==> src/rtl/vector_pkg.sv <==
// Shared types for the vector-display segment arbiter: FSM states, default
// coordinate width and the segment record.
package vector_pkg;

    localparam int COORD_W_DEF = 9;

    typedef enum logic [2:0] {
        ST_IDLE     = 3'd0,
        ST_SETTLE   = 3'd1,
        ST_LAUNCH   = 3'd2,
        ST_WAITBUSY = 3'd3,
        ST_WAITDONE = 3'd4,
        ST_FINISH   = 3'd5
    } vec_state_e;

    typedef struct packed {
        logic signed [COORD_W_DEF-1:0] stax;
        logic signed [COORD_W_DEF-1:0] stay;
        logic signed [COORD_W_DEF-1:0] endx;
        logic signed [COORD_W_DEF-1:0] endy;
    } vec_seg_t;

endpackage

==> src/rtl/vector_rr_arb.sv <==
// Two-way round-robin pick: on a tie the requester not granted last wins.
module vector_rr_arb (
    input  logic [1:0] req,
    input  logic       last_gnt,
    output logic [1:0] grant,
    output logic       winner
);

    always_comb begin
        winner = 1'b0;
        if (req == 2'b11) begin
            winner = ~last_gnt;
        end else if (req[1]) begin
            winner = 1'b1;
        end
        grant = 2'b00;
        if (req != 2'b00) begin
            grant[winner] = 1'b1;
        end
    end

endmodule

==> src/rtl/vector_arbiter.sv <==
// Arbitrates scene/overlay segments onto one line engine, inserting blanked
// settle time when the beam must jump, and guarding the engine with a timeout.
module vector_arbiter
    import vector_pkg::*;
#(
    parameter int COORD_W       = COORD_W_DEF,
    parameter int SETTLE_CYCLES = 4,
    parameter int TIMEOUT       = 1024
) (
    input  logic                            clk,
    input  logic                            rst,
    input  logic [1:0]                      req_valid,
    output logic [1:0]                      req_ready,
    input  logic signed [1:0][COORD_W-1:0]  req_stax,
    input  logic signed [1:0][COORD_W-1:0]  req_stay,
    input  logic signed [1:0][COORD_W-1:0]  req_endx,
    input  logic signed [1:0][COORD_W-1:0]  req_endy,
    output logic [1:0]                      seg_done,
    output logic                            go,
    output logic signed [COORD_W-1:0]       stax,
    output logic signed [COORD_W-1:0]       stay,
    output logic signed [COORD_W-1:0]       endx,
    output logic signed [COORD_W-1:0]       endy,
    input  logic                            busy,
    input  logic                            done,
    output logic                            blank,
    output logic                            gnt_id,
    output logic                            err_timeout,
    output logic [2:0]                      state_debug
);

    localparam int SW = (SETTLE_CYCLES > 1) ? $clog2(SETTLE_CYCLES) : 1;
    localparam int TW = $clog2(TIMEOUT + 1);
    localparam logic [SW-1:0] SETTLE_LAST = SW'((SETTLE_CYCLES > 0) ? SETTLE_CYCLES - 1 : 0);
    localparam logic [TW-1:0] TMO_LAST    = TW'((TIMEOUT > 0) ? TIMEOUT - 1 : 0);

    vec_state_e             state_q, state_d;
    logic [SW-1:0]          settle_q, settle_d;
    logic [TW-1:0]          tmo_q, tmo_d;
    logic                   go_q, blank_q, err_q, gnt_q, last_gnt_q, last_end_valid_q;
    logic [1:0]             seg_done_q;
    logic signed [COORD_W-1:0] stax_q, stay_q, endx_q, endy_q, last_x_q, last_y_q;

    logic [1:0] arb_grant;
    logic       arb_winner;
    logic       accept, contiguous, tmo_fire;

    vector_rr_arb u_rr_arb (
        .req      (req_valid),
        .last_gnt (last_gnt_q),
        .grant    (arb_grant),
        .winner   (arb_winner)
    );

    assign accept     = (state_q == ST_IDLE) && (req_valid != 2'b00);
    assign req_ready  = (state_q == ST_IDLE && rst) ? arb_grant : 2'b00;
    assign contiguous = last_end_valid_q
                        && (req_stax[arb_winner] == last_x_q)
                        && (req_stay[arb_winner] == last_y_q);
    // A completion arriving on the last allowed cycle still wins over the timeout.
    assign tmo_fire   = (state_q == ST_WAITBUSY || state_q == ST_WAITDONE)
                        && !done && (tmo_q >= TMO_LAST);

    always_comb begin
        state_d  = state_q;
        settle_d = (state_q == ST_SETTLE) ? settle_q + 1'b1 : '0;
        tmo_d    = (state_q == ST_LAUNCH || state_q == ST_WAITBUSY || state_q == ST_WAITDONE)
                   ? tmo_q + 1'b1 : '0;
        case (state_q)
            ST_IDLE:     if (accept) state_d = (contiguous || SETTLE_CYCLES == 0) ? ST_LAUNCH : ST_SETTLE;
            ST_SETTLE:   if (settle_q == SETTLE_LAST) state_d = ST_LAUNCH;
            ST_LAUNCH:   state_d = ST_WAITBUSY;
            ST_WAITBUSY: begin
                if (done)          state_d = ST_FINISH;
                else if (tmo_fire) state_d = ST_IDLE;
                else if (busy)     state_d = ST_WAITDONE;
            end
            ST_WAITDONE: begin
                if (done)          state_d = ST_FINISH;
                else if (tmo_fire) state_d = ST_IDLE;
            end
            ST_FINISH:   state_d = ST_IDLE;
            default:     state_d = ST_IDLE;
        endcase
    end

    always_ff @(posedge clk) begin
        if (!rst) begin
            state_q          <= ST_IDLE;
            settle_q         <= '0;
            tmo_q            <= '0;
            go_q             <= 1'b0;
            blank_q          <= 1'b1;
            seg_done_q       <= 2'b00;
            err_q            <= 1'b0;
            gnt_q            <= 1'b0;
            last_gnt_q       <= 1'b1;
            last_end_valid_q <= 1'b0;
            last_x_q         <= '0;
            last_y_q         <= '0;
            stax_q           <= '0;
            stay_q           <= '0;
            endx_q           <= '0;
            endy_q           <= '0;
        end else begin
            state_q    <= state_d;
            settle_q   <= settle_d;
            tmo_q      <= tmo_d;
            go_q       <= (state_d == ST_LAUNCH);
            blank_q    <= (state_d == ST_IDLE) || (state_d == ST_SETTLE);
            seg_done_q <= (state_d == ST_FINISH) ? (2'b01 << gnt_q) : 2'b00;
            if (accept) begin
                stax_q     <= req_stax[arb_winner];
                stay_q     <= req_stay[arb_winner];
                endx_q     <= req_endx[arb_winner];
                endy_q     <= req_endy[arb_winner];
                gnt_q      <= arb_winner;
                last_gnt_q <= arb_winner;
            end
            if (state_q == ST_FINISH) begin
                last_x_q         <= endx_q;
                last_y_q         <= endy_q;
                last_end_valid_q <= 1'b1;
            end
            // Beam position is unknown after a hung engine, so force a settle next time.
            if (tmo_fire) begin
                err_q            <= 1'b1;
                last_end_valid_q <= 1'b0;
            end
        end
    end

    assign go          = go_q;
    assign blank       = blank_q;
    assign seg_done    = seg_done_q;
    assign err_timeout = err_q;
    assign gnt_id      = gnt_q;
    assign stax        = stax_q;
    assign stay        = stay_q;
    assign endx        = endx_q;
    assign endy        = endy_q;
    assign state_debug = state_q;

endmodule
==> config.mk <==
export PLATFORM = sky130hd
export DESIGN_NAME = vector_arbiter
export DESIGN_NICKNAME = d
export VERILOG_FILES = /design/src/rtl/vector_pkg.sv /design/src/rtl/vector_rr_arb.sv /design/src/rtl/vector_arbiter.sv
export SDC_FILE = /design/constraint.sdc
export NUM_CORES = 1
export LEC_CHECK = 0
export BUFFER_PORTS_ARGS = -buffer_cell sky130_fd_sc_hd__buf_2
export CORE_ASPECT_RATIO = 0.75
export CORE_MARGIN = 3
export CORE_UTILIZATION = 35
export CTS_BUF_LIST = sky130_fd_sc_hd__clkbuf_16
export DETAILED_ROUTE_END_ITERATION = 6
export SLEW_MARGIN = 20
export SYNTH_ARGS = -nofsm -noshare
export SYNTH_HDL_FRONTEND = slang
export SYNTH_SLANG_ARGS = --single-unit
==> constraint.sdc <==
create_clock -name clk -period 5.1 [get_ports clk]
set_clock_uncertainty 0.15 [all_clocks]
set_input_delay 1.02 -clock clk [delete_from_list [all_inputs] [get_ports clk]]
set_output_delay 1.02 -clock clk [all_outputs]
set_load 0.01 [all_outputs]
* Word level (Yosys, flattened, before mapping)
Index checks and enable logic that the tools add are counted.
Operators by class: add/subtract/negate cells 2, $lt $le $gt $ge 3, equality and inequality tests 12, shift-type cells 1, multiplexer cells 23, bitwise logic cells 2, reductions and logical operators 19
Operator list (number):
- $mux W9 | 8
- $mux W3 | 7
- $eq A9 B9 Y1 | 2
- $pmux W3 S5 | 1
- $add A11 B1 Y11 const B | 1
- $ge A11 B10 Y1 const B | 1
- $eq A3 B2 Y1 const B | 3
- $eq A3 B3 Y1 const B | 3
- $logic_and A1 B1 Y1 | 7
- $eq A3 B1 Y1 const B | 2
- $logic_not A3 Y1 | 2
- $mux W2 | 3
- $reduce_and A2 Y1 | 3
- $eq A2 B2 Y1 const B | 2
- $logic_or A1 B1 Y1 | 4
- $mux W1 | 3
- $add A2 B1 Y2 const B | 1
- $lt A1 B2 Y1 const B | 1
- $not A1 Y1 | 2
- $reduce_bool A2 Y1 | 1
- $reduce_or A2 Y1 | 1
- $shl A1 B1 Y2 const A | 1
- $demux W1 S1 | 1
- $ge A1 B1 Y1 const B | 1
- $logic_not A1 Y1 | 1
Word-level totals: register bits 78, bits of input ports 78, output and inout port bits 47, logic and storage cells 78

* Depth between registers and ports, before layout
Gate-level depths: netlist of the first run.
depth after elaboration 12, mapped depth 8, mapped depth without buffers 7

* Hierarchy
A second synthesis of the first run with hierarchy kept.
Second synthesis, totals: cells, all modules 396, area total of the unflattened synthesis 3717.3 µm²
By module, submodules not included:
- vector_arbiter | instances 1, cells each 392, area an instance 3691.0 µm², sequential area each 1561.5 µm²
- vector_rr_arb | instances 1, cells each 4, area an instance 26.3 µm², sequential area each 0.0 µm²

* Least setup slack after synthesis of the first run
No wires, ideal clock.
kind input to output, from input req_valid[1], to output req_ready[0], data arrival time 2.028 ns, data required time 3.930 ns, setup slack 1.902 ns, cell stages on the path 5, buffers on the path 3, path through a21boi_1 -> buf_4 -> clkbuf_1 -> clkbuf_1 -> nor3_1
Between the ends: word-level cells in the longest chain between the ends 8, elaborated cells between the ends (all ways) 11, those cells by class order compare (2); eq/ne (1); mux (6); reduce/logical (2)
Ends and longest elaborated chain:
- start, declared | line vector_arbiter.sv:12 | input logic [1:0] req_valid,
- $eq A2 B2 Y1 / $mux W1 (equally long branches) | line vector_rr_arb.sv:11, vector_rr_arb.sv:13
- $mux W1 | line vector_rr_arb.sv:11 | if (req == 2'b11) begin
- $lt A1 B2 Y1 (implied by the code) / $ge A1 B1 Y1 (equally long branches) | line vector_rr_arb.sv:18 | grant[winner] = 1'b1;
- $logic_and A1 B1 Y1 (implied by the code) | line vector_rr_arb.sv:18
- $mux W1 (implied by the code) | line vector_rr_arb.sv:18
- $demux W1 S1
- $mux W2 (*) | line vector_rr_arb.sv:17 | if (req != 2'b00) begin
- $mux W2 (*) | line vector_arbiter.sv:56 | assign req_ready = (state_q == ST_IDLE && rst) ? arb_grant : 2'b00;
- end, declared | line vector_arbiter.sv:13 | output logic [1:0] req_ready,
Every way passes the cells marked *; elsewhere a longest branch is shown, timed or not.

* Final worst setup path of the first run
from input req_valid[0], to output req_ready[0]
Between the ends: word-level cells in the longest chain between the ends 8, elaborated cells between the ends (all ways) 10, those cells by class order compare (2); eq/ne (1); mux (5); reduce/logical (2)
Ends and longest elaborated chain (line):
- $eq A2 B2 Y1 | vector_rr_arb.sv:11
- $mux W1 | vector_rr_arb.sv:11
- $lt A1 B2 Y1 (implied by the code) / $ge A1 B1 Y1 (equally long branches) | vector_rr_arb.sv:18
- $logic_and A1 B1 Y1 (implied by the code) | vector_rr_arb.sv:18
- $mux W1 (implied by the code) | vector_rr_arb.sv:18
- $demux W1 S1
- $mux W2 (*) | vector_rr_arb.sv:17
- $mux W2 (*) | vector_arbiter.sv:56
Marks and branches as above.

==> results.py, run 1 <==
metrics = {
    "setup_path": {
        "r2r-end": "blank$_SDFF_PN1_",
        "cp_data_arrival_time_ns": 2.48,
        "critPathMaxFanout": 32,
        "cp-endpoint": "req_ready[0]",
        "reg2reg_depth": 7,
        "crit_start": "req_valid[0]",
        "crit_type": "in -> out",
        "reg2reg_from": "last_gnt_q$_SDFFE_PN1P_",
        "cp-start-kind": "input pin",
        "crit_required_ns": 3.93,
        "critPathCaptureType": "output pin",
        "rrSetupSlack_ns": 2.07,
    },
    "route": {
        "drc": 0,
        "via_per_inst": 5.02,
        "vias": 3663,
        "first_iter_violations": 248,
        "routed_wl_um": 11200,
        "final_antenna_net_count": 0,
        "avgRoutedWirePerCell_um": 15.3,
        "dr.pass1.iters": 4,
    },
    "yosys": {
        "synthCells": 481,
        "synth_seq_cells": 78,
        "synth-seq-area-share": 0.415,
        "syn-num-nets": 561,
        "yosysUniqueCellTypes": 43,
        "avgSynthCellArea_sq_um": 7.81,
        "yosysWarnings": 0,
        "synth_top_area_share": 0.415,
        "synth_top_area_cell": "dfxtp_1",
        "synth_area_leaders": "dfxtp_1 (42%), nand2_1 (11%), a311oi_1 (6.5%)",
        "synth_area_sq_um": 3760,
    },
    "floorplanning": {
        "fp.dieW_um": 126,
        "io_pins": 125,
        "dieHeight_um": 95.7,
        "initial_core_util": 0.362,
        "die-area_sq_um": 12000,
        "rows": 32,
        "core_sq_um": 10400,
    },
    "timing": {
        "final_hold_viol_count": 0,
        "finalCriticalPeriod_ns": 3.65,
        "fin_crit_sh": 0.715,
        "slew-limit-headroom": 0.353,
        "hold_slack_ns": 0.291,
        "max_slew.worst_pin.slew_ns": 0.968,
        "setup_viol": 0,
        "rsz0062_at_grt": "no",
        "tns_ns": 0,
        "setup_slack_ns": 1.45,
        "max_freq_mhz": 274,
        "drv_slew": 0,
    },
    "power_and_ir_drop": {
        "p_sw_frac": 0.292,
        "switchingPower_uw": 452,
        "p_comb_frac": 0.174,
        "power_leakage_nw": 1.95,
        "pwr-share-clk": 0.384,
        "internal-power_mw": 1.10,
        "seqPwrFrac": 0.441,
        "p_per_area_nw_per_um2": 327,
        "ir_drop_mv": 0.160,
    },
    "placement": {
        "gp_congestion": 0.896,
        "io_buffers": 124,
        "pre_cts_slack_ns": 1.26,
        "dp_hpwl_um": 8390,
    },
    "grt": {
        "met1_usage": 0.264,
        "gr-max-usage-layer": "met2",
        "grt_pass1_wl_um": 17900,
        "grtUsageTotal": 0.187,
        "antenna_found_initial": 0,
        "globalRouteOverflowTotal": 0,
        "grt_use_met2": 0.284,
        "grt_max_degree": 69,
        "use_met3": 0.0605,
        "grt_pass1_vias": 3449,
    },
    "clock_network": {
        "cts.sinks": 78,
        "clk_pin_slew_worst_paths_ns": 0.06,
        "root_buffer": "clkbuf_16",
        "cts_buffer_depth": 2,
        "cts_tree": "done",
        "cts_resized": 0,
        "h-tree-depth": 3,
        "clk_latency_ns": 0.33,
        "ctsHoldBuffers": 0,
        "cts-buffers-inserted": 9,
        "post-cts-setup-buffers": 0,
    },
    "job": {
        "cap_viol_max_count": 0,
    },
    "cells_and_area": {
        "syn_to_final_growth_pct": 26.3,
        "antenna_cells": 0,
        "mostFrequentLayoutCell": "buf_2",
        "final_layout_size_suffix_gt1_frac": 0.253,
        "layout_common_cells": "buf_2 (124), nand2_1 (114), dfxtp_1 (78)",
        "finalNetCount": 669,
        "nFillCells": 1048,
    },
    "min_path": {
        "hp-class": "reg -> reg",
        "hold_depth": 1,
    },
    "outcome": {
        "status": "finished, final reports clean",
    },
}
==> flip-flops by register name (all words and copies together) (netlist names), 2 cells and up <==
name and flops:
last_x_q 9, settle_q 2, endy 9, stax 9
state_debug 3, stay 9, last_y_q 9, seg_done 2
tmo_q 11, endx 9
==> logic make-up after synthesis <==
| kind of cell | count (synthesis) | share of synthesized area |
|---|---|---|
| compound gates | 97 | 0.186 |
| simple gates | 223 | 0.258 |
| mux | 9 | 0.0240 |
| xor+xnor | 26 | 0.0606 |
| buf+inv | 46 | 0.0493 |
| flops | 78 | 0.415 |
| fa+ha+maj | 2 | 0.00666 |
==> worst min-delay path by stage <==
stage | slack (ns) | start | to
finish | 0.29 | settle_q[0]$_SDFF_PN0_ | settle_q[0]$_SDFF_PN0_
global route | 0.33 | gnt_id$_SDFFE_PN0P_ | seg_done[0]$_SDFF_PN0_
CTS | 0.29 | settle_q[0]$_SDFF_PN0_ | settle_q[0]$_SDFF_PN0_
detailed placement | 0.28 | settle_q[0]$_SDFF_PN0_ | settle_q[0]$_SDFF_PN0_
global placement | 0.27 | settle_q[0]$_SDFF_PN0_ | settle_q[0]$_SDFF_PN0_
floorplan | 0.25 | settle_q[0]$_SDFF_PN0_ | settle_q[0]$_SDFF_PN0_
==> metrics by stage <==
| stage | area (sq um) | cells | utilization | power, mW |
|---|---|---|---|---|
| floorplan | 3760 | 481 | - | 0.854 |
| global placement | 4460 | 714 | 0.431 | 0.966 |
| detailed placement | 4460 | 714 | 0.431 | 0.969 |
| CTS | 4750 | 730 | 0.458 | 1.56 |
| global route | 4750 | 730 | 0.458 | 1.63 |
| finish | 4750 | 730 | 0.458 | 1.55 |
==> per-layer routing <==
metal,routed length (um),vias up
li1,-,1884
met1,5370,1658
met2,4690,117
met3,1030,4
met4,70,0
met5,0,-
==> cells in the mapped netlist (all sizes together) <==
cell and number:
a2111o 1, a2111oi 2, a211o 1, a211oi 7
a21bo 1, a21boi 1, a21o 1, a21oi 32
a311o 1, a311oi 28, a31o 2, and2 2
and3 1, buf 8, clkbuf 22, dfxtp 78
ha 2, inv 16, mux2i 9, nand2 114
nand2b 18, nand3 5, nand4 7, nor2 57
nor2b 3, nor3 4, nor3b 3, nor4 4
o2111ai 5, o211ai 2, o21ai 4, o221ai 4
o22ai 2, o311ai 2, o31ai 1, or3 3
or4 2, xnor2 15, xor2 11
==> power by group through the flow <==
stage / registers, mW / clock network, mW / logic, mW
global placement: 0.696 / 0 / 0.270
CTS: 0.684 / 0.608 / 0.272
detailed placement: 0.697 / 0 / 0.272
global route: 0.691 / 0.634 / 0.304
finish: 0.684 / 0.596 / 0.270
floorplan: 0.709 / 0 / 0.146
==> cell type report <==
type	count	area (sq um)	area share
timing repair buffer	127	643	0.136
tap	136	170	0.0359
clock buffer	9	225	0.0475
inverter	16	60.1	0.0127
multi-input combinational	357	2030	0.428
sequential	78	1560	0.329
clock inverter	7	56.3	0.0119
==> critical path, stage by stage <==
cell and delay [ns]:
buf_2 0.13, a21boi_4 0.75, buf_4 0.35, nor3_1 0.08, buf_2 0.14
(Power assumes the default switching activity.)
==> run 2, diff against run 1 <==
==> constraint.sdc (replaced) <==
create_clock -name clk -period 3.5 [get_ports clk]
set_clock_uncertainty 0.15 [all_clocks]
set_input_delay 0.7 -clock clk [delete_from_list [all_inputs] [get_ports clk]]
set_output_delay 0.7 -clock clk [all_outputs]
set_load 0.01 [all_outputs]
==> run 2 against run 1 <==
Non-clock buffer count is 6 higher. Largest power group unchanged. Clock power up 53%. Critical path depth rose by 3. Routed wire length up 5.5%. Sequential share of layout area is 0.38 points lower. Worst setup slack worse by 0.83 ns.
==> results.py, run 2 (synthesis results as in run 1) <==
metrics = {
    "grt": {
        "grt_max_degree": 58,
        "grt_pass1_vias": 3625,
        "antenna_found_initial": 0,
        "grtUsageTotal": 0.199,
        "globalRouteOverflowTotal": 0,
        "grt_pass1_wl_um": 18900,
    },
    "setup_path": {
        "crit_chain": "buf_2 > a21boi_4 > buf_4 > mux2i_1 > xor2_1 > o21ai_0 > or4_4 > a31o_1",
        "crit_required_ns": 3.58,
        "cp_data_arrival_time_ns": 2.96,
        "reg2reg_depth": 7,
        "max_stage_delay_ns": 0.49,
        "critPathCaptureType": "register",
        "cpLargestDelayFamily": "compound AO/OA/AOI/OAI gates",
        "cp-start-kind": "input pin",
        "crit_type": "in -> reg",
        "cp_slowest_cell": "a21boi_4",
        "crit_cells": 8,
        "critPathBufInv": 2,
        "critPathMaxFanout": 17,
    },
    "placement": {
        "io_buffers": 124,
        "gp_congestion": 0.869,
        "dp_hpwl_um": 8920,
        "pre_cts_slack_ns": 0.260,
    },
    "timing": {
        "setup_slack_ns": 0.622,
        "rsz0062_at_grt": "no",
        "max_freq_mhz": 347,
        "max_slew.worst_pin.slew_ns": 0.713,
        "final_hold_viol_count": 0,
        "slew-limit-headroom": 0.523,
        "finalCriticalPeriod_ns": 2.88,
        "drv_slew": 0,
        "setup_viol": 0,
        "tns_ns": 0,
        "fin_crit_sh": 0.822,
    },
    "cells_and_area": {
        "regMostFlops": "tmo_q",
        "antenna_cells": 0,
        "layout_common_cells": "buf_2 (124), nand2_1 (114), dfxtp_1 (78)",
        "final_layout_size_suffix_gt1_frac": 0.257,
        "multi_input_area_sq_um": 2030,
        "finalNetCount": 675,
        "register_area_sq_um": 1560,
        "syn_to_final_growth_pct": 27.7,
        "nFillCells": 1057,
        "mostFrequentLayoutCell": "buf_2",
        "largest_reg_flops": 11,
    },
    "clock_network": {
        "post-cts-setup-buffers": 0,
        "h-tree-depth": 3,
        "clk_latency_ns": 0.34,
        "ctsHoldBuffers": 0,
        "cts_resized": 0,
        "cts_buffer_depth": 2,
        "cts_tree": "done",
        "cts.sinks": 78,
        "cts-buffers-inserted": 9,
        "clk_pin_slew_worst_paths_ns": 0.06,
        "root_buffer": "clkbuf_16",
    },
    "route": {
        "drc": 0,
        "vias": 3715,
        "first_iter_violations": 268,
        "final_antenna_net_count": 0,
        "avgRoutedWirePerCell_um": 16.0,
        "via_per_inst": 5.05,
        "routed_wl_um": 11800,
        "dr.pass1.iters": 4,
    },
    "min_path": {
        "hold_depth": 1,
        "hp-class": "reg -> reg",
    },
    "floorplanning": {
        "fp.dieW_um": 126,
        "rows": 32,
        "io_pins": 125,
        "die-area_sq_um": 12000,
        "dieHeight_um": 95.7,
        "initial_core_util": 0.362,
        "core_sq_um": 10400,
    },
    "power_and_ir_drop": {
        "p_per_area_nw_per_um2": 483,
        "power_leakage_nw": 1.99,
        "ir_drop_mv": 0.222,
    },
    "outcome": {
        "status": "finished, final reports clean",
    },
    "job": {
        "cap_viol_max_count": 0,
    },
}
run 2: final timing paths:
kind	endpoint	slack, ns	startpoint
max reg2reg	blank$_SDFF_PN1_	0.76	last_gnt_q$_SDFFE_PN1P_
min	settle_q[0]$_SDFF_PN0_	0.27	settle_q[0]$_SDFF_PN0_
min reg2reg	settle_q[0]$_SDFF_PN0_	0.27	settle_q[0]$_SDFF_PN0_
max	blank$_SDFF_PN1_	0.62	req_valid[0]
run 2: layout make-up:
type	instances	share of cell area
multi-input cells	357	0.423
flip-flops and latches	78	0.325
repair buffers	133	0.143
clock buffers	9	0.0469
well taps	136	0.0354
clock inverters	7	0.0138
inverters	16	0.0125
run 2: worst register-to-register path: stages (launching register included):
cell and delay, ns:
dfxtp_1 0.35, a21boi_4 0.50, buf_4 0.31, mux2i_1 0.28, xor2_1 0.27, o21ai_0 0.14
or4_4 0.45, a31o_1 0.19
run 2: through the flow:
| stage | hold WS [ns] | util | area (sq um) | std cells | power [mW] |
|---|---|---|---|---|---|
| 2_1_floorplan | 0.255 | - | 3760 | 481 | 1.24 |
| 3_3_place_gp | 0.268 | 0.435 | 4510 | 720 | 1.42 |
| 3_5_place_dp | 0.268 | 0.435 | 4510 | 720 | 1.43 |
| 4_1_cts | 0.276 | 0.463 | 4800 | 736 | 2.35 |
| 5_1_grt | 0.311 | 0.463 | 4800 | 736 | 2.43 |
| 6_report | 0.272 | 0.463 | 4800 | 736 | 2.32 |
run 2: power breakdown:
group,total (mW),internal (mW),switching [mW]
logic,0.407,0.168,0.239
registers,0.998,0.951,0.0471
clock network,0.913,0.547,0.367
total,2.32,1.67,0.652
run 2: per-layer routing:
layer  global-route usage  vias up  routed length (um)
met2                0.303      136                5000
met4               0.0560        0                  78
met5                    0        -                   0
met3               0.0599        8                 930
met1                0.276     1675                5760
li1                     -     1896                   -
==> run 3, diff against run 2 <==
==> constraint.sdc (replaced) <==
create_clock -name clk -period 2.55 [get_ports clk]
set_clock_uncertainty 0.15 [all_clocks]
set_input_delay 0.51 -clock clk [delete_from_list [all_inputs] [get_ports clk]]
set_output_delay 0.51 -clock clk [all_outputs]
set_load 0.01 [all_outputs]
==> run 3 against run 2 <==
First-iteration DRC count is 51% lower. Routed wire length decreased by 0.33%. Register-to-register slack got worse by 0.66 ns. Global-route usage about the same. Sequential power up 36%. Worst hold slack improved by 0.0065 ns. Via count up 2.9%. Core utilization up 0.89 points. Sequential share of layout area shrank 0.62 points. Die area unchanged. Largest power group unchanged.
==> results.py, run 3 (synthesis results as in run 1) <==
metrics = {
    "route": {
        "final_antenna_net_count": 0,
        "vias": 3821,
        "via_per_inst": 5.12,
        "avgRoutedWirePerCell_um": 15.7,
        "dr.pass1.iters": 5,
        "routed_wl_um": 11700,
        "first_iter_violations": 132,
        "drc": 0,
    },
    "timing": {
        "setup_viol": 0,
        "max_slew.worst_pin.slew_ns": 0.754,
        "max_freq_mhz": 408,
        "rsz0062_at_grt": "no",
        "hold_slack_ns": 0.278,
        "setup_slack_ns": 0.0985,
        "final_hold_viol_count": 0,
        "fin_crit_sh": 0.961,
        "drv_slew": 0,
        "slew-limit-headroom": 0.494,
        "tns_ns": 0,
        "finalCriticalPeriod_ns": 2.45,
    },
    "cells_and_area": {
        "final_layout_size_suffix_gt1_frac": 0.270,
        "final_area_sq_um": 4890,
        "antenna_cells": 0,
        "layout.cells.non_filler": 746,
        "layout_common_cells": "buf_2 (124), nand2_1 (114), dfxtp_1 (78)",
        "mostFrequentLayoutCell": "buf_2",
        "utilization": 0.472,
        "finalNetCount": 685,
        "largest_reg_flops": 11,
        "regMostFlops": "tmo_q",
        "syn_to_final_growth_pct": 30.2,
    },
    "placement": {
        "io_buffers": 124,
        "placed_cells": 730,
        "place_area_sq_um": 4600,
        "dp_hpwl_um": 8880,
        "gp_congestion": 0.864,
        "pre_cts_slack_ns": -0.177,
    },
    "floorplanning": {
        "initial_core_util": 0.362,
        "dieHeight_um": 95.7,
        "die-area_sq_um": 12000,
        "core_sq_um": 10400,
        "rows": 32,
        "fp.dieW_um": 126,
        "io_pins": 125,
    },
    "clock_network": {
        "ctsHoldBuffers": 0,
        "post-cts-setup-buffers": 0,
        "h-tree-depth": 3,
        "root_buffer": "clkbuf_16",
        "cts-buffers-inserted": 9,
        "cts.sinks": 78,
        "cts_buffer_depth": 2,
        "clk_latency_ns": 0.34,
        "clk_pin_slew_worst_paths_ns": 0.06,
        "cts_tree": "done",
    },
    "power_and_ir_drop": {
        "finalPower_mw": 3.20,
        "power_leakage_nw": 2.06,
        "p_comb_frac": 0.184,
        "switchingPower_uw": 888,
        "ir_drop_mv": 0.315,
        "pwr-share-clk": 0.390,
        "internal-power_mw": 2.31,
        "seqPwrFrac": 0.426,
        "p_per_area_nw_per_um2": 653,
        "p_sw_frac": 0.278,
    },
    "setup_path": {
        "crit_chain": "a21boi_4 > mux2i_1 > o22ai_1 > or3_1 > or4_4 > a31o_1",
        "crit_type": "reg -> reg",
        "cp_slowest_cell": "or4_4",
        "cp-start-kind": "register",
        "crit_required_ns": 2.62,
        "cp_data_arrival_time_ns": 2.53,
        "max_stage_delay_ns": 0.55,
        "critPathMaxFanout": 5,
        "critPathCaptureType": "register",
    },
    "grt": {
        "grt_max_degree": 68,
        "grt_pass1_wl_um": 18900,
        "antenna_found_initial": 0,
        "grt_pass1_vias": 3725,
        "grtUsageTotal": 0.199,
        "globalRouteOverflowTotal": 0,
    },
    "job": {
        "cap_viol_max_count": 0,
    },
    "min_path": {
        "hp-class": "reg -> reg",
    },
    "outcome": {
        "status": "finished, final reports clean",
    },
}
[run 3: final timing paths]
kind / from / end / slack (ns) / cells past startpoint
max: last_gnt_q$_SDFFE_PN1P_ / blank$_SDFF_PN1_ / 0.1 / 6
min: settle_q[0]$_SDFF_PN0_ / settle_q[0]$_SDFF_PN0_ / 0.28 / 1
max reg2reg: last_gnt_q$_SDFFE_PN1P_ / blank$_SDFF_PN1_ / 0.1 / 6
min reg2reg: settle_q[0]$_SDFF_PN0_ / settle_q[0]$_SDFF_PN0_ / 0.28 / 1
[run 3: final cells by class]
class	count	area [sq um]
sequential	78	1560
clock buffer	9	225
tap	136	170
clock inverter	7	65.1
inverter	16	60.1
timing repair buffer	143	776
fill	1054	5480
multi-input combinational	357	2040
[run 3: metal layers]
metal  share of wire  vias to the layer above  track usage
li1                -                     1917            -
met1            0.49                     1758        0.283
met2            0.42                      130        0.299
met3           0.076                       16       0.0521
met4           0.013                        0       0.0578
met5               0                        -            0
[run 3: worst max-delay path: cells and delay by family (launching register included)]
| kind | cells | cell delay [ns] |
|---|---|---|
| mux | 1 | 0.32 |
| simple gates | 2 | 0.92 |
| compound gates | 3 | 0.60 |
| flops | 1 | 0.34 |
[run 3: power groups by stage]
stage	logic [mW]	registers (mW)	clock network [mW]
detailed placement	0.590	1.39	0
CTS	0.593	1.36	1.29
global placement	0.584	1.39	0
floorplan	0.291	1.42	0
global route	0.661	1.37	1.33
finish	0.589	1.36	1.25
[run 3: timing repair]
action	4_1_cts	5_1_grt
hold endpoints to repair	0	0
setup endpoints to repair	0	2
resized for setup	0	3
